**src/rtl/alu_share_pkg.sv**
```systemverilog
// Shared definitions for the shared-ALU arbiter slice.
//
// Contents:
//   DEFAULT_DW - default operand/result width
//   op_e       - ALU operation codes (2 bits, matches the req_op encoding)
//   state_e    - arbiter FSM states
package alu_share_pkg;

    localparam int DEFAULT_DW = 8;

    typedef enum logic [1:0] {
        OP_ADD = 2'b00,
        OP_SUB = 2'b01,
        OP_AND = 2'b10,
        OP_OR  = 2'b11
    } op_e;

    typedef enum logic [1:0] {
        ST_IDLE = 2'b00,
        ST_EXEC = 2'b01,
        ST_RESP = 2'b10
    } state_e;

endpackage

```
**src/rtl/alu_core.sv**
```systemverilog
// Purely combinational ALU shared by all requesters of alu_share_arbiter.
//
// Ports:
//   op     - operation code (add, sub, and, or)
//   a, b   - DW-bit operands
//   result - DW-bit result; add/sub wrap modulo 2^DW
//   carry  - carry-out for add, borrow for sub, 0 for and/or
//            (only present when ALU_SHARE_FLAGS_EN is defined)
//
// Configuration macro: ALU_SHARE_FLAGS_EN
module alu_core
    import alu_share_pkg::*;
#(
    parameter int DW = DEFAULT_DW
) (
    input  op_e           op,
    input  logic [DW-1:0] a,
    input  logic [DW-1:0] b,
    output logic [DW-1:0] result
`ifdef ALU_SHARE_FLAGS_EN
    ,
    output logic          carry
`endif
);

`ifdef ALU_SHARE_FLAGS_EN
    // One extra bit holds the carry (add) or borrow (sub) out of the MSB.
    localparam int EW = DW + 1;
`else
    localparam int EW = DW;
`endif

    logic [EW-1:0] ext;

    // Every op code produces a value, so there is no hold/latch path.
    always_comb begin
        ext = '0;
        case (op)
            OP_ADD:  ext = EW'(a) + EW'(b);
            OP_SUB:  ext = EW'(a) - EW'(b);
            OP_AND:  ext = EW'(a & b);
            OP_OR:   ext = EW'(a | b);
            default: ext = '0;
        endcase
    end

    assign result = ext[DW-1:0];

`ifdef ALU_SHARE_FLAGS_EN
    // For sub the zero-extended difference goes negative exactly when a < b,
    // so the top bit doubles as the borrow flag.
    assign carry = (op == OP_ADD || op == OP_SUB) ? ext[EW-1] : 1'b0;
`endif

endmodule

```
**src/rtl/alu_share_arbiter.sv**
```systemverilog
// Round-robin arbiter that lets NUM_REQ requesters share one ALU.
// One operation is in flight at a time: IDLE (grant) -> EXEC (compute) ->
// RESP (hold result until the consumer takes it).
//
// Ports:
//   clk, rst   - clock, asynchronous active-high reset
//   req_valid  - per-requester request
//   req_ready  - one-hot grant, combinational, only in IDLE
//   req_op     - 2 bits per requester (00 add, 01 sub, 10 and, 11 or)
//   req_a/b    - DW bits per requester, slice i belongs to requester i
//   rsp_valid  - result available (held until rsp_ready)
//   rsp_ready  - consumer accepts result
//   rsp_id     - index of the requester owning the result
//   rsp_result - ALU result
//   rsp_zero   - result == 0           (ALU_SHARE_FLAGS_EN only)
//   rsp_carry  - carry/borrow flag     (ALU_SHARE_FLAGS_EN only)
//
// Configuration macro: ALU_SHARE_FLAGS_EN
module alu_share_arbiter
    import alu_share_pkg::*;
#(
    parameter int  NUM_REQ = 4,
    parameter int  DW      = DEFAULT_DW,
    localparam int IDW     = $clog2(NUM_REQ)
) (
    input  logic                  clk,
    input  logic                  rst,
    input  logic [NUM_REQ-1:0]    req_valid,
    output logic [NUM_REQ-1:0]    req_ready,
    input  logic [2*NUM_REQ-1:0]  req_op,
    input  logic [DW*NUM_REQ-1:0] req_a,
    input  logic [DW*NUM_REQ-1:0] req_b,
    output logic                  rsp_valid,
    input  logic                  rsp_ready,
    output logic [IDW-1:0]        rsp_id,
    output logic [DW-1:0]         rsp_result
`ifdef ALU_SHARE_FLAGS_EN
    ,
    output logic                  rsp_zero,
    output logic                  rsp_carry
`endif
);

    state_e         state;
    logic [IDW-1:0] last_grant;
    logic [IDW-1:0] cap_id;
    op_e            cap_op;
    logic [DW-1:0]  cap_a;
    logic [DW-1:0]  cap_b;

    logic           found;
    logic [IDW-1:0] winner;
    logic [IDW-1:0] idx;
    logic [DW-1:0]  alu_result;
`ifdef ALU_SHARE_FLAGS_EN
    logic           alu_carry;
`endif

    // Round-robin search: scan from last_grant+1 around to last_grant itself,
    // so the most recently served requester has the lowest priority.
    always_comb begin
        found  = 1'b0;
        winner = '0;
        idx    = '0;
        for (int k = 1; k <= NUM_REQ; k++) begin
            idx = IDW'((int'(last_grant) + k) % NUM_REQ);
            if (!found && req_valid[idx]) begin
                found  = 1'b1;
                winner = idx;
            end
        end
    end

    // Grant only while idle and out of reset; pending requests simply wait.
    always_comb begin
        req_ready = '0;
        if (!rst && state == ST_IDLE && found) begin
            req_ready[winner] = 1'b1;
        end
    end

    alu_core #(
        .DW(DW)
    ) u_alu_core (
        .op     (cap_op),
        .a      (cap_a),
        .b      (cap_b),
        .result (alu_result)
`ifdef ALU_SHARE_FLAGS_EN
        ,
        .carry  (alu_carry)
`endif
    );

    // The requester's operands are captured on the grant edge so they may
    // change afterwards; rsp_* only move on the EXEC edge and stay frozen
    // through RESP however long the consumer stalls.
    always_ff @(posedge clk or posedge rst) begin
        if (rst) begin
            state      <= ST_IDLE;
            last_grant <= IDW'(NUM_REQ - 1);
            cap_id     <= '0;
            cap_op     <= OP_ADD;
            cap_a      <= '0;
            cap_b      <= '0;
            rsp_valid  <= 1'b0;
            rsp_id     <= '0;
            rsp_result <= '0;
`ifdef ALU_SHARE_FLAGS_EN
            rsp_zero   <= 1'b0;
            rsp_carry  <= 1'b0;
`endif
        end else begin
            case (state)
                ST_IDLE: begin
                    if (found) begin
                        last_grant <= winner;
                        cap_id     <= winner;
                        cap_op     <= op_e'(req_op[2*int'(winner) +: 2]);
                        cap_a      <= req_a[DW*int'(winner) +: DW];
                        cap_b      <= req_b[DW*int'(winner) +: DW];
                        state      <= ST_EXEC;
                    end
                end
                ST_EXEC: begin
                    rsp_result <= alu_result;
                    rsp_id     <= cap_id;
                    rsp_valid  <= 1'b1;
`ifdef ALU_SHARE_FLAGS_EN
                    rsp_zero   <= (alu_result == '0);
                    rsp_carry  <= alu_carry;
`endif
                    state      <= ST_RESP;
                end
                ST_RESP: begin
                    if (rsp_ready) begin
                        rsp_valid <= 1'b0;
                        state     <= ST_IDLE;
                    end
                end
                default: begin
                    rsp_valid <= 1'b0;
                    state     <= ST_IDLE;
                end
            endcase
        end
    end

endmodule

```
**config.mk**
```make
export PLATFORM = sky130hd
export DESIGN_NAME = alu_share_arbiter
export DESIGN_NICKNAME = d
export VERILOG_FILES = /design/src/rtl/alu_share_pkg.sv /design/src/rtl/alu_core.sv /design/src/rtl/alu_share_arbiter.sv
export SDC_FILE = /design/constraint.sdc
export NUM_CORES = 1
export LEC_CHECK = 0
export ABC_AREA = 1
export ABC_CLOCK_PERIOD_IN_PS = 2900
export BUFFER_PORTS_ARGS = -buffer_cell sky130_fd_sc_hd__buf_2
export CAP_MARGIN = 20
export CORE_ASPECT_RATIO = 1.75
export CORE_MARGIN = 2
export CORE_UTILIZATION = 50
export CTS_BUF_LIST = sky130_fd_sc_hd__clkbuf_4
export CTS_CLUSTER_DIAMETER = 100
export CTS_CLUSTER_SIZE = 16
export DETAILED_ROUTE_END_ITERATION = 16
export PLACE_DENSITY = 0.78
export SLEW_MARGIN = 20
export SYNTH_ARGS = -nofsm -noshare
export SYNTH_HDL_FRONTEND = slang
export SYNTH_SLANG_ARGS = --single-unit
export TNS_END_PERCENT = 30
```
**constraint.sdc**
```tcl
create_clock -name clk -period 2.9 [get_ports clk]
set_input_delay 0.58 -clock clk [delete_from_list [all_inputs] [get_ports clk]]
set_output_delay 0.58 -clock clk [all_outputs]
set_load 0.01 [all_outputs]
```
# Yosys cells after proc, flatten, opt, wreduce, memory -nomap -nowiden
# Cells that the tools add are included.
[totals]
regBits = 35
in_bits = 79
output_inout_bits = 15
word_cells = 74
[op_classes]
addsub = 6
n_lt_le_gt_ge = 6
eq_ne = 7
shift = 3
mux = 25
n_bitwise = 3
reduce_logical = 15
[op_table]
columns = ["cell", "count"]
rows = [
  ["indexed part select 32 x 6 -> 8 bit", 2],
  ["one-hot mux 8 bit (4 select lines)", 1],
  ["< comparator 2 x 3 -> 1 bit (second input constant)", 5],
  ["two-way mux 2 bit", 6],
  ["two-way mux 1 bit", 10],
  ["adder 8 bit", 1],
  ["AND 8 bit", 1],
  ["binary-select mux 1 bit (select 2 bit)", 4],
  ["OR 8 bit", 1],
  ["indexed part select 8 x 4 -> 2 bit", 1],
  ["subtractor 8 bit", 1],
  ["== test 2 bit (second input constant)", 3],
  ["logical AND 1 bit", 6],
  ["one-hot mux 2 bit (3 select lines)", 1],
  ["AND reduction 2 bit", 3],
  ["adder 2 x 1 -> 2 bit (second input constant)", 2],
  ["adder 2 bit (second input constant)", 2],
  ["== test 2 x 1 -> 1 bit (second input constant)", 2],
  ["zero test 1 bit", 4],
  ["zero test 2 bit", 2],
  ["two-way mux 4 bit", 1],
  ["inequality test 2 bit (second input constant)", 2],
  ["one-hot mux 1 bit (3 select lines)", 1],
  ["demux 1 bit (select 2 bit)", 1],
  ["other kinds (2)", 2],
]

# Depth between registers and ports, before layout
# Gate-level depths: netlist of the first run.
[logic_depth]
word_depth = 18
ltp_mapped = 18
ltp_nobuf = 15

# Cells and area by module
# From an unflattened synthesis of the first run, not the netlist that was laid out.
[unflattened]
hier_cells = 486
area_unflattened_um2 = 3000.4
[modules_own_cells]
columns = ["module", "instances", "cells_per_inst", "area_each_um2", "seq_area_each_um2"]
rows = [
  ["alu_share_arbiter", 1, 358, 2294.7, 878.3],
  ["alu_core", 1, 128, 705.7, 0.0],
]

# Worst setup path before layout of the first run
# OpenSTA, ideal clock, no wires.
[synth_path]
path_type = "input to output"
from = "input port rst"
to = "output port req_ready[0]"
arrival_time_ns = 1.901
required_time_ns = 2.320
setup_slack_ns = 0.419
stages = 3
n_path_buf = 0
path_cell_list = "inv_1 > nand2_1 > nor3_1"
[synth_between]
elab_chain_cells = 4
[synth_lines]
columns = ["item", "line", "source"]
rows = [
  ["start, declared", "alu_share_arbiter.sv:27", "input logic rst,"],
  ["zero test 1 bit (no line)", "-", ""],
  ["logical AND 1 bit (2 in series)", "alu_share_arbiter.sv:77", "if (!rst && state == ST_IDLE && found) begin"],
  ["two-way mux 4 bit", "alu_share_arbiter.sv:77", ""],
  ["end, declared", "alu_share_arbiter.sv:29", "output logic [NUM_REQ-1:0] req_ready,"],
]
# Every way passes these cells.

# Final worst setup path of the first run
[layout_path]
from = "register last_grant[0]"
to = "output port req_ready[0]"
[layout_between]
elab_chain_cells = 18
elab_cells_between_ends = 33
classes_between = "add/sub: 4; order compare: 2; mux: 19; reduce/logical: 8"
[layout_lines]
columns = ["item", "line", "source"]
rows = [
  ["start, declared", "alu_share_arbiter.sv:45", "logic [IDW-1:0] last_grant;"],
  ["start signal, assigned", "alu_share_arbiter.sv:101", "last_grant <= IDW'(NUM_REQ - 1);"],
  ["start signal, assigned", "alu_share_arbiter.sv:117", "last_grant <= winner;"],
  ["adder 2 x 1 -> 2 bit", "alu_share_arbiter.sv:66", "idx = IDW'((int'(last_grant) + k) % NUM_REQ);"],
  ["binary-select mux 1 bit (select 2 bit)", "alu_share_arbiter.sv:67", "if (!found && req_valid[idx]) begin"],
  ["two-way mux 1 bit (not written as such)", "alu_share_arbiter.sv:67", ""],
  ["two-way mux 1 bit", "alu_share_arbiter.sv:67", ""],
  ["zero test 1 bit", "alu_share_arbiter.sv:67", ""],
  ["logical AND 1 bit", "alu_share_arbiter.sv:67", ""],
  ["two-way mux 1 bit", "alu_share_arbiter.sv:67", ""],
  ["zero test 1 bit", "alu_share_arbiter.sv:67", ""],
  ["[2 not listed]", "-", ""],
  ["zero test 1 bit", "alu_share_arbiter.sv:67", ""],
  ["logical AND 1 bit", "alu_share_arbiter.sv:67", ""],
  ["two-way mux 2 bit", "alu_share_arbiter.sv:67", ""],
  ["< comparator 2 x 3 -> 1 bit (not written as such) or >= comparator 2 x 1 -> 1 bit (tied branches)", "alu_share_arbiter.sv:78", "req_ready[winner] = 1'b1;"],
  ["logical AND 1 bit (not written as such)", "alu_share_arbiter.sv:78", ""],
  ["two-way mux 1 bit (not written as such)", "alu_share_arbiter.sv:78", ""],
  ["demux 1 bit (select 2 bit)", "alu_share_arbiter.sv:78", ""],
  ["two-way mux 4 bit (*)", "alu_share_arbiter.sv:77", ""],
]
# Mark *: on every way between the ends. The rest lies on a longest branch, timed or not. The select of a mux whose other input is x is not followed.

==> results of run 1 <==
## cells by family (layout without fill, tap and decap cells)
family / Yosys count / after routing
AND/OR/NAND/NOR: 326 / 326
buffers and inverters: 53 / 148
AO/OA/AOI/OAI: 49 / 49
flip-flops: 35 / 35
adder cells (fa/ha/maj): 11 / 11
XOR/XNOR: 6 / 6
other: 0 / 1
## cells in the final DEF, fill, tap and decap left out, types with 2 or more instances in the layout
master      n
buf_4      17
nor3_2      3
nand2_1   227
buf_2      93
o21ai_0    24
nand3_1    14
inv_2       3
ha_1       10
o21ai_1     2
a31oi_1     2
nand3_4     3
inv_1      25
nand2_2    16
a41oi_1     4
nor2_1     17
xnor2_1     2
a21oi_1    15
dfrtp_1    33
clkbuf_4    5
dfstp_2     2
nand4_1    36
xor2_1      4
nor3_1      5
## worst register-to-register path, stage by stage, from the launching register on
cell and delay (ps):
dfrtp_1 460, inv_1 100, ha_1 140, inv_1 50, nor3_1 240, a21oi_1 90, xnor2_1 140, ha_1 340
a21oi_1 190, o21ai_0 90, a21oi_1 240, a21oi_1 100, o21ai_0 80, nand3_1 80, nand2_1 60
## stage by stage
stage	utilization (%)	hold slack (ps)	setup TNS, ps
floorplan	-	471.0	0
global route	63.92	424.1	-58.91
detailed placement	60.21	463.7	0
finish	63.92	373.5	0
global placement	60.21	458.1	0
CTS	62.08	374.1	0
## registers in the layout, indices dropped and copies added (netlist names)
signal	cells
cap_a	8
cap_b	8
cap_id	2
cap_op	2
last_grant	2
rsp_id	2
rsp_result	8
rsp_valid	1
state	2
## final timing paths
path / startpoint / endpoint / slack [ps] / depth (start not counted)
setup / recovery: last_grant[0] / req_ready[0] / 90 / 11
hold / removal: rst / rsp_id[1] / 370 / 3
setup reg to reg: cap_b[1] / rsp_result[7] / 450 / 14
hold reg to reg: rsp_result[7] / rsp_result[7] / 490 / 2
max in group asynchronous: rst / cap_a[1] / 2190 / 3
min in group clk: rsp_ready / state[1] / 450 / 2
## timing repair
action | in CTS | in global routing
pin swaps | 0 | 2
endpoints found under the setup margin | 4 | 4
resized for setup | 2 | 11
buffers inserted | 3 | 5
hold buffers | 0 | 0
## area by class of cell
class | instances | area (um^2)
Inverter | 29 | 111.4
Clock buffer | 5 | 37.54
Tap cell | 78 | 97.59
Antenna cell | 1 | 2.502
Sequential cell | 35 | 878.3
Timing Repair Buffer | 111 | 613.1
Multi-Input combinational cell | 392 | 1944
Clock inverter | 3 | 43.79
Fill cell | 581 | 2105
## synth_stat cells
library cell / n / area, um^2
o21ai_0: 25 / 125.1
nand2_1: 229 / 859.6
nand2b_1: 1 / 6.260
a21oi_1: 16 / 80.08
buf_6: 3 / 33.78
o21ai_1: 1 / 5.000
or2_2: 1 / 6.260
nor2_2: 1 / 6.260
nor2_1: 17 / 63.81
nand2_4: 2 / 22.52
inv_1: 25 / 93.84
nand3_1: 15 / 75.07
xnor2_1: 2 / 17.52
ha_1: 10 / 125.1
buf_1: 2 / 7.510
nand3_2: 1 / 10.01
buf_4: 4 / 30.03
a41oi_1: 4 / 35.03
fa_1: 1 / 20.02
dfrtp_1: 33 / 825.8
buf_2: 12 / 60.06
nand2_2: 14 / 87.58
nand4_1: 36 / 225.2
dfstp_2: 2 / 52.55
nor3_1: 8 / 40.04
a31oi_1: 2 / 12.51
inv_2: 3 / 11.26
clkbuf_1: 3 / 11.26
xor2_1: 4 / 35.03
nand3_4: 1 / 17.52
inv_4: 1 / 6.260
a221oi_1: 1 / 8.760
## metal layers
| metal | GRT usage [%] | up-vias | wire [um] |
|---|---|---|---|
| met2 | 48.08 | 135 | 4421 |
| met1 | 29.38 | 1535 | 3223 |
| li1 | - | 1760 | - |
| met5 | 0 | - | 0 |
| met4 | 11.75 | 0 | 309 |
| met3 | 2.728 | 32 | 422 |
==> summary.md, run 1 <==
| Metric | Value |
|---|---|
| Layout cells sized above 1 | `between 20% and 30%` |
| Syn Nets | `570` |
| CTS tree | `done` |
| Top cell family by delay on the critical path | `simple AND/OR/NAND/NOR gates` |
| Pins over their slew limit | `0` |
| Crit path max fanout | `9` |
| DR DRC count | `0` |
| Crit-path cells | `inv_4 > nand2_1 > nand2_1 > nand2_1 > nand2_2 > nor2_4 > nand3_4 > nand3_4 > inv_1 > nor3_1 > buf_2` |
| Worst-path clk slew | `120 ps` |
| Htree depth | `2` |
| Root buffer cell | `clkbuf_4` |
| Outcome | `finished, final reports clean` |
| Fin worst setup slack | `roughly 90 ps` |
| Simple-gate share of the synthesized area | `between 40 and 50%` |
| Largest net degree at the start of global routing | `37` |
| Final instance area | `3729 um^2` |
| Worst hold path class | `in2async` |
| Gpl congestion | `0.9706` |
| Max-cap violations | `0` |
| Total Nets Final | `664` |
| CP max stage delay | `slightly below 600 ps` |
| Worst Skew | `approximately 20 ps` |
| Hold Vio Cnt, Final | `0` |
| Dpl cell area | `approximately 3500 um^2` |
| Drt pass-1 iters | `4` |
| Crit path arrival time | `approximately 2200 ps` |
| PortBufs | `93` |
| Vias | `approximately 3500` |
| Critical path required time | `~2300 ps` |
| Placed instance count | `637` |
| Max_slew headroom | `~65%` |
| Vias in the first global route | `about 3200` |
| GRT Total Usage | `about a quarter` |
| Synth Area in Compound Gates | `about 8.8%` |
| Grt ovf | `0` |
| Worst slack at placement | `approximately 180 ps` |
| DR WL/cell | `roughly 13 um` |
| Buffers and inverters on the worst path | `3` |
| Initial core utilization | `between 50% and 60%` |
| Syn Area/Cell | `around 6.3 um^2` |
| Synth Register Bits | `35` |
| Largest family of logic cells by synthesized area | `simple AND/OR/NAND/NOR gates` |
| Initial antenna violation count | `1` |
| Post-synthesis xor/xnor area fraction | `between 1.5 and 2%` |
| IO Pins | `94` |
| Yosys cell types | `32` |
| Post-route ant nets | `0` |
| Core ar. | `just under 6000 um^2` |
| Sequential area share after synthesis | `29.12%` |
| Post-DP HPWL | `about 6400 um` |
| Syn Inst Count | `480` |
| Clock net sink count | `35` |
| # rows | `37` |
| Mux cell area share after synthesis | `0%` |
| Slowest cell on crit path | `dfstp_2` |
| Fin cells | `between 600 and 700` |
| Area delta synth->final | `23.60%` |
| Crit share post-route | `between 90% and 100%` |
| Worst-Skew Late Latency | `340 ps` |
| Critical path class | `reg2out` |
| Tmin final | `roughly 2800 ps` |
| Synthesized-area fraction occupied by adder cells | `under 10%` |
| Die width | `62.72 um` |
| Drt initial violations | `between 150 and 200` |
| Worst-margin pin slew | `about 530 ps` |
| Mapped Area | `approximately 3000 um^2` |
| Die area | `~6700 um^2` |
| First-pass GRT wire length | `14150 um` |
| Longest Clk Path Bufs | `2` |
| CP Launch Type | `flip-flop` |
| Vias/cell | `5.294` |
| Die Y | `approximately 110 um` |
| Final setup vio count | `0` |
| Most used cell, CP | `nand2_1` |
| Unrepaired setup endpoints after global routing | `yes` |
| Max Fclk | `0.3560 GHz` |
| Total Wirelength | `roughly 8400 um` |
| CTS Buf Count | `5` |
| Worst setup EP type | `output port` |
| Synth Warn # | `0` |
Power of run 1 is left out: the tool's default activity adds up to more than one toggle a clock period on the data nets, which glitch-free logic cannot reach.
==> inputs of run 2 (changes only) <==
--- a/config.mk
+++ b/config.mk
@@ -5,7 +5,6 @@
 export SDC_FILE = /design/constraint.sdc
 export NUM_CORES = 1
 export LEC_CHECK = 0
-export ABC_AREA = 1
 export ABC_CLOCK_PERIOD_IN_PS = 2900
 export BUFFER_PORTS_ARGS = -buffer_cell sky130_fd_sc_hd__buf_2
 export CAP_MARGIN = 20
@@ -16,7 +15,7 @@
 export CTS_CLUSTER_DIAMETER = 100
 export CTS_CLUSTER_SIZE = 16
 export DETAILED_ROUTE_END_ITERATION = 16
-export PLACE_DENSITY = 0.78
+export PLACE_DENSITY = 0.8
 export SLEW_MARGIN = 20
 export SYNTH_ARGS = -nofsm -noshare
 export SYNTH_HDL_FRONTEND = slang
==> summary.md, run 2 <==
| Metric | Value |
|---|---|
| Biggest regs | `cap_a x8, cap_b x8, rsp_result x8` |
| Dpl cell area | `3064 um^2 (-13%)` |
| Post-DP HPWL | `4844 um (-24%)` |
| Syn Area/Cell | `9.302 um^2 (+48%)` |
| Commonest cells post-synth | `nand2_1, dfrtp_1, o21ai_0` |
| Pwr Density | `1167 nW/um^2` |
| Crit-path cells | `mux2i_1 > o221a_4 > nor4b_1 > buf_2` |
| Gpl congestion | `0.8989 (-7.4%)` |
| Hold Vio Cnt, Final | `0 (unchanged)` |
| Max_slew headroom | `65.30% (+0.71 points)` |
| Yosys cell types | `49 (+53%)` |
| Vias/cell | `5.686 (+7.4%)` |
| CP max stage delay | `670 ps (+80 ps)` |
| Drt pass-1 iters | `10 (+6)` |
| Drt initial violations | `72 (-57%)` |
| Tmin final | `2588 ps (-220.5 ps)` |
| Fin cells | `421 (-36%)` |
| Critical path required time | `2320 ps (about the same)` |
| Number of enable flip-flop cells after synthesis | `0 (unchanged)` |
| # rows | `34 (-8.1%)` |
| Unrepaired setup endpoints after global routing | `no` |
| Worst setup EP type | `output port` |
| Initial core utilization | `52.07% (+0.35 points)` |
| Sequential area share after synthesis | `33.60% (+4.5 points)` |
| Crit share post-route | `89.25% (-7.6 points)` |
| Leading cell type in the layout, fill and taps excluded | `buf_2` |
| Total power | `3.638 mW` |
| Worst hold path class | `in2async` |
| Slowest cell on crit path | `dfstp_2` |
| Post-CTS setup buffers | `0 (-3)` |
| Htree depth | `2 (unchanged)` |
| Placed instance count | `413 (-35%)` |
| Largest family of logic cells by synthesized area | `compound AO/OA/AOI/OAI gates` |
| Worst Skew | `5.432 ps (-14.21 ps)` |
| Vias | `2394 (-31%)` |
| Ys async rst share | `100.0% (unchanged)` |
| Worst slack at placement | `328.6 ps (+146.7 ps)` |
| Max-cap violations | `0 (unchanged)` |
| Fillcell total | `484 (-17%)` |
| Area delta synth->final | `19.29%` |
| Max Fclk | `0.3863 GHz (+8.5%)` |
| First-pass GRT wire length | `10220 um (-28%)` |
| Root buffer cell | `clkbuf_4` |
| Largest net degree at the start of global routing | `40 (+8.1%)` |
| GRT Total Usage | `21.90% (-4.0 points)` |
| Synth Area in Compound Gates | `22.36% (+14 points)` |
| Crit path max fanout | `22 (+13)` |
| Simple-gate share of the synthesized area | `13.40% (-34 points)` |
| Outcome | `finished with violations` |
| CP Launch Type | `flip-flop` |
| Die width | `58.66 um (-6.5%)` |
| Hold Buf Count CTS | `0 (unchanged)` |
| DR WL/cell | `14.13 um (+10%)` |
| Ant diodes | `0 (-1)` |
| Syn Inst Count | `281 (-41%)` |
| Worst-Skew Late Latency | `340 ps (about the same)` |
| Core ar. | `5020 um^2 (-14%)` |
| CTS tree | `done` |
| Worst-path clk slew | `100 ps (-20 ps)` |
| Worst R2R Start | `cap_b[2]` |
| Internal reg-to-reg setup slack | `340 ps (-110 ps)` |
| Top cells by area, synth | `dfrtp_1, mux2_4, a222oi_1, nand2_1, ha_1` |
| Synthesized-area fraction occupied by adder cells | `7.851% (+3.0 points)` |
| DR DRC count | `1 (+1)` |
| Syn Nets | `371 (-35%)` |
| Most frequent cells in the layout | `buf_2, nand2_1, dfrtp_1` |
| PortBufs | `93 (unchanged)` |
| Synth top area share | `31.59% (+3.1 points)` |
| Die area | `5845 um^2 (-13%)` |
| Yosys top cell by area | `dfrtp_1` |
| Fin worst setup slack | `311.6 ps (+220.5 ps)` |
| Synth Register Bits | `35 (unchanged)` |
| Critical R2R Capture | `rsp_result[7]` |
| Mux cell area share after synthesis | `11.97% (+12 points)` |
| Total Nets Final | `456 (-31%)` |
| Post-route ant nets | `0 (unchanged)` |
| Post-synthesis xor/xnor area fraction | `4.021% (+2.3 points)` |
| Final instance area | `3118 um^2 (-16%)` |
| Crit path arrival time | `2010 ps (-220 ps)` |
| Initial antenna violation count | `0 (-1)` |
| Final setup vio count | `0 (unchanged)` |
| Total Wirelength | `5950 um (-29%)` |
| Grt ovf | `0 (unchanged)` |
| Fin Setup TNS | `0 ps (unchanged)` |
| CTS resizes | `0 (-2)` |
| Synth Warn # | `0 (unchanged)` |
| Most common cell in the netlist | `nand2_1` |
| CTS Buf Count | `5 (unchanged)` |
| Mapped Area | `2614 um^2 (-13%)` |
| Critical path class | `reg2out` |
| Failing checks | `design-rule violations` |
| Layout cells sized above 1 | `36.24% (+9.6 points)` |
| Clock net sink count | `35 (unchanged)` |
| Die Y | `99.65 um (-6.7%)` |
| VDD IR max | `~500 uV` |
| LEAKAGE | `~1.6 nW` |
| Worst-margin pin slew | `520.6 ps (-8.672 ps)` |
| Longest Clk Path Bufs | `2 (unchanged)` |
| Pins over their slew limit | `0 (unchanged)` |
| IO Pins | `94 (unchanged)` |
| Post-synth top flop | `dfrtp_1` |
| Reg2Reg Depth | `10 (-4)` |
| Vias in the first global route | `2459 (-23%)` |
## run 2: how the worst max path moves through the flow
stage / startpoint / end / slack (ps) / depth (start not counted)
6_report: last_grant[1] / req_ready[3] / 310 / 4
5_1_grt: cap_b[0] / rsp_result[7] / 70 / 10
4_1_cts: last_grant[1] / req_ready[3] / 300 / 4
3_5_place_dp: cap_b[0] / rsp_result[7] / 330 / 10
3_3_place_gp: cap_b[0] / rsp_result[7] / 470 / 10
2_1_floorplan: req_valid[0] / req_ready[3] / 390 / 6
## run 2: critical path: cells and delay by family (launching register included)
family	cells	cell delay, ps
flops	1	670
buf+inv	1	180
mux	1	130
simple gates	1	290
compound gates	1	400
## run 2: cell type report
type | count | area, um^2 | share of cell area [%]
multi-input combinational | 214 | 1563 | 50.12
sequential | 35 | 878.3 | 28.17
timing repair buffer | 100 | 518.0 | 16.61
tap | 54 | 67.56 | 2.167
clock buffer | 6 | 45.04 | 1.445
inverter | 10 | 37.54 | 1.204
clock inverter | 2 | 8.758 | 0.2809
## run 2: power by group
part           internal [mW]  switching (mW)  total (mW)
Clock                  0.100           0.155       0.255
Sequential             0.745           0.237       0.982
Combinational           1.15            1.25        2.40
## run 2: per-stage QoR
stage,hold WS [ps],util (%)
2_1_floorplan,438.6,-
3_3_place_gp,449.7,61.04
3_5_place_dp,459.7,61.04
4_1_cts,417.1,62.11
5_1_grt,461.8,62.11
6_report,411.1,62.11
## run 2: logic make-up (layout without fill, tap and decap cells)
| logic type | after synthesis | after routing |
|---|---|---|
| flops | 35 | 35 |
| buf+inv | 32 | 118 |
| xor+xnor | 12 | 12 |
| simple gates | 76 | 76 |
| mux | 24 | 24 |
| compound gates | 85 | 85 |
| fa+ha+maj | 17 | 17 |
## run 2: metal layers
metal	routed length [um]	track usage, %
met5	0	0
met2	3217	41.14
met1	2219	22.90
met3	281	2.991
met4	231	10.31
(Power assumes the default switching activity.)
==> inputs of run 3 (changes only) <==
--- a/config.mk
+++ b/config.mk
@@ -9,7 +9,7 @@
 export BUFFER_PORTS_ARGS = -buffer_cell sky130_fd_sc_hd__buf_2
 export CAP_MARGIN = 20
 export CORE_ASPECT_RATIO = 1.75
-export CORE_MARGIN = 2
+export CORE_MARGIN = 10
 export CORE_UTILIZATION = 50
 export CTS_BUF_LIST = sky130_fd_sc_hd__clkbuf_4
 export CTS_CLUSTER_DIAMETER = 100
==> constraint.sdc (replaced) <==
create_clock -name clk -period 2.9 [get_ports clk]
set_input_delay 0.29 -clock clk [delete_from_list [all_inputs] [get_ports clk]]
set_output_delay 0.29 -clock clk [all_outputs]
set_load 0.01 [all_outputs]
==> summary.md, run 3 (synthesis gave the netlist of run 2 again) <==
| Metric | Value |
|---|---|
| Outcome | `finished, final reports clean` |
| Cell internal pwr | `1.992 mW (-0.19%)` |
| Max-cap violations | `0 (unchanged)` |
| Area delta synth->final | `19.05%` |
| Hold Vio Cnt, Final | `0 (unchanged)` |
| Drt pass-1 iters | `8 (-2)` |
| Crit path arrival time | `2860 ps (+850 ps)` |
| Initial core utilization | `52.07% (unchanged)` |
| Worst R2R Start | `cap_op[1]` |
| Largest net degree at the start of global routing | `38 (-5.0%)` |
| DR WL/cell | `15.75 um (+11%)` |
| Slowest cell on crit path | `dfrtp_1` |
| Unrepaired setup endpoints after global routing | `no` |
| CTS Buf Count | `5 (unchanged)` |
| Crit share post-route | `90.56% (+1.3 points)` |
| GRT Total Usage | `15.59% (-6.3 points)` |
| PortBufs | `93 (unchanged)` |
| Switching share of power | `45.34% (+0.18 points)` |
| Total Nets Final | `455 (-0.22%)` |
| Placed instance count | `412 (-0.24%)` |
| FF+latch area | `878.3 um^2 (unchanged)` |
| Post-CTS setup buffers | `0 (unchanged)` |
| Fillcell total | `461 (-4.8%)` |
| VDD IR max | `498.7 uV (-0.12%)` |
| Critical path class | `reg2reg` |
| Pins over their slew limit | `0 (unchanged)` |
| Fin cells | `421 (unchanged)` |
| IO Pins | `94 (unchanged)` |
| Worst hold path class | `in2async` |
| Final setup vio count | `0 (unchanged)` |
| Die Y | `115.6 um (+16%)` |
| Worst slack at placement | `290.2 ps (-38.39 ps)` |
| Met2 Use GR | `28.23% (-13 points)` |
| CP max stage delay | `400 ps (-270 ps)` |
| Comb pwr share | `66.0% (about the same)` |
| Critical R2R Capture | `rsp_result[7]` |
| Tmin final | `2626 ps (+37.88 ps)` |
| Initial antenna violation count | `1 (+1)` |
| Vias | `2390 (-0.17%)` |
| Max_slew headroom | `57.13% (-8.2 points)` |
| Grt ovf | `0 (unchanged)` |
| Core Util, Final | `61.99% (-0.12 points)` |
| GR Util met1 | `15.66% (-7.2 points)` |
| Worst-path clk slew | `110 ps (about the same)` |
| Reg2Reg Depth | `9 (-1)` |
| # rows | `34 (unchanged)` |
| Die area | `8633 um^2 (+48%)` |
| Max Fclk | `0.3808 GHz (-1.4%)` |
| Root buffer cell | `clkbuf_4` |
| Leading cell type in the layout, fill and taps excluded | `buf_2` |
| First-pass GRT wire length | `10840 um (+6.1%)` |
| Total Wirelength | `6629 um (+11%)` |
| Longest Clk Path Bufs | `2 (unchanged)` |
| Clk pwr share | `7.0% (about the same)` |
| Worst Skew | `15.03 ps (+9.603 ps)` |
| Drt initial violations | `146 (+100%)` |
| Clock net sink count | `35 (unchanged)` |
| Hold Buf Count CTS | `0 (unchanged)` |
| CP Launch Type | `flip-flop` |
| Multi-input gate area | `1563 um^2 (unchanged)` |
| Crit-path cells | `nor2b_1 > mux2i_1 > ha_1 > nor2b_1 > o21ai_0 > o21ai_0 > a31oi_1 > xnor2_1 > o311ai_0` |
| Sequential power share | `27.0% (about the same)` |
| Worst-Skew Late Latency | `340 ps (about the same)` |
| Busiest layer in global routing | `met2` |
| Pwr Density | `1171 nW/um^2 (+0.34%)` |
| Biggest regs | `cap_a x8, cap_b x8, rsp_result x8` |
| CTS resizes | `0 (unchanged)` |
| Most frequent cells in the layout | `buf_2, nand2_1, dfrtp_1` |
| CTS tree | `done` |
| Worst setup EP type | `flip-flop` |
| Crit path max fanout | `7 (-68%)` |
| Post-route ant nets | `0 (unchanged)` |
| Gpl congestion | `0.9018 (+0.32%)` |
| Internal reg-to-reg setup slack | `270 ps (-70 ps)` |
| Critical path required time | `3130 ps (+810 ps)` |
| Met3 usage | `5.822% (+2.8 points)` |
| LEAKAGE | `1.571 nW (-0.47%)` |
| Fin worst setup slack | `273.7 ps (-37.88 ps)` |
| Worst-margin pin slew | `643.0 ps (+122.4 ps)` |
| Layout cells sized above 1 | `35.79% (-0.45 points)` |
| DR DRC count | `0 (-1)` |
| Post-DP HPWL | `5438 um (+12%)` |
| NetSw | `1.652 mW (+0.54%)` |
| Fin Setup TNS | `0 ps (unchanged)` |
| Htree depth | `2 (unchanged)` |
| Vias/cell | `5.677 (-0.17%)` |
| Core ar. | `5020 um^2 (unchanged)` |
| Die width | `74.66 um (+27%)` |
| Vias in the first global route | `2508 (+2.0%)` |
## run 3: cell count changes in the layout (fill, tap and decap cells not counted)
cell	previous run	this run
buf_4	7	6
clkinv_1	1	2
clkinv_2	1	0
diode_2	0	1
## run 3: cell type report
| type | count | area share [%] |
|---|---|---|
| Inverter | 10 | 1.206 |
| Sequential cell | 35 | 28.23 |
| Clock buffer | 6 | 1.448 |
| Tap cell | 54 | 2.171 |
| Clock inverter | 2 | 0.2413 |
| Timing Repair Buffer | 99 | 16.41 |
| Multi-Input combinational cell | 214 | 50.22 |
| Antenna cell | 1 | 0.08042 |
## run 3: worst max-delay path by stage
stage / start / to / slack, ps / cells after the start
5_1_grt: cap_op[0] / rsp_result[7] / 120 / 9
2_1_floorplan: cap_op[1] / rsp_result[7] / 440 / 11
3_5_place_dp: cap_op[1] / rsp_result[7] / 290 / 9
4_1_cts: cap_op[1] / rsp_result[7] / 290 / 9
3_3_place_gp: cap_op[1] / rsp_result[7] / 390 / 9
6_report: cap_op[1] / rsp_result[7] / 270 / 9
## run 3: worst max-delay path: cells and delay by family, from the launching register on
family,cells,cell delay [ps]
mux,1,380
flops,1,400
simple gates,2,510
compound gates,4,880
fa+ha+maj,1,290
xor+xnor,1,80
## run 3: power by group through the flow
stage	Clock, mW	Sequential [mW]	Combinational (mW)
6_report	0.255	0.984	2.40
5_1_grt	0.280	1.03	2.70
4_1_cts	0.262	0.985	2.42
3_5_place_dp	0	0.997	2.40
3_3_place_gp	0	0.979	2.34
2_1_floorplan	0	0.956	1.96
## run 3: through the flow
step / cell area, um^2 / power (mW) / hold WS (ps)
floorplan: 2614 / 2.919 / 438.6
global placement: 3057 / 3.315 / 435.6
detailed placement: 3057 / 3.400 / 448.6
CTS: 3109 / 3.667 / 73.51
global route: 3112 / 4.010 / 106.6
finish: 3112 / 3.643 / 60.78
## run 3: per-layer routing
layer | wire [um] | vias to the layer above
met5 | 0 | -
met4 | 93 | 0
met3 | 519 | 7
met2 | 3580 | 82
met1 | 2436 | 1109
li1 | - | 1192
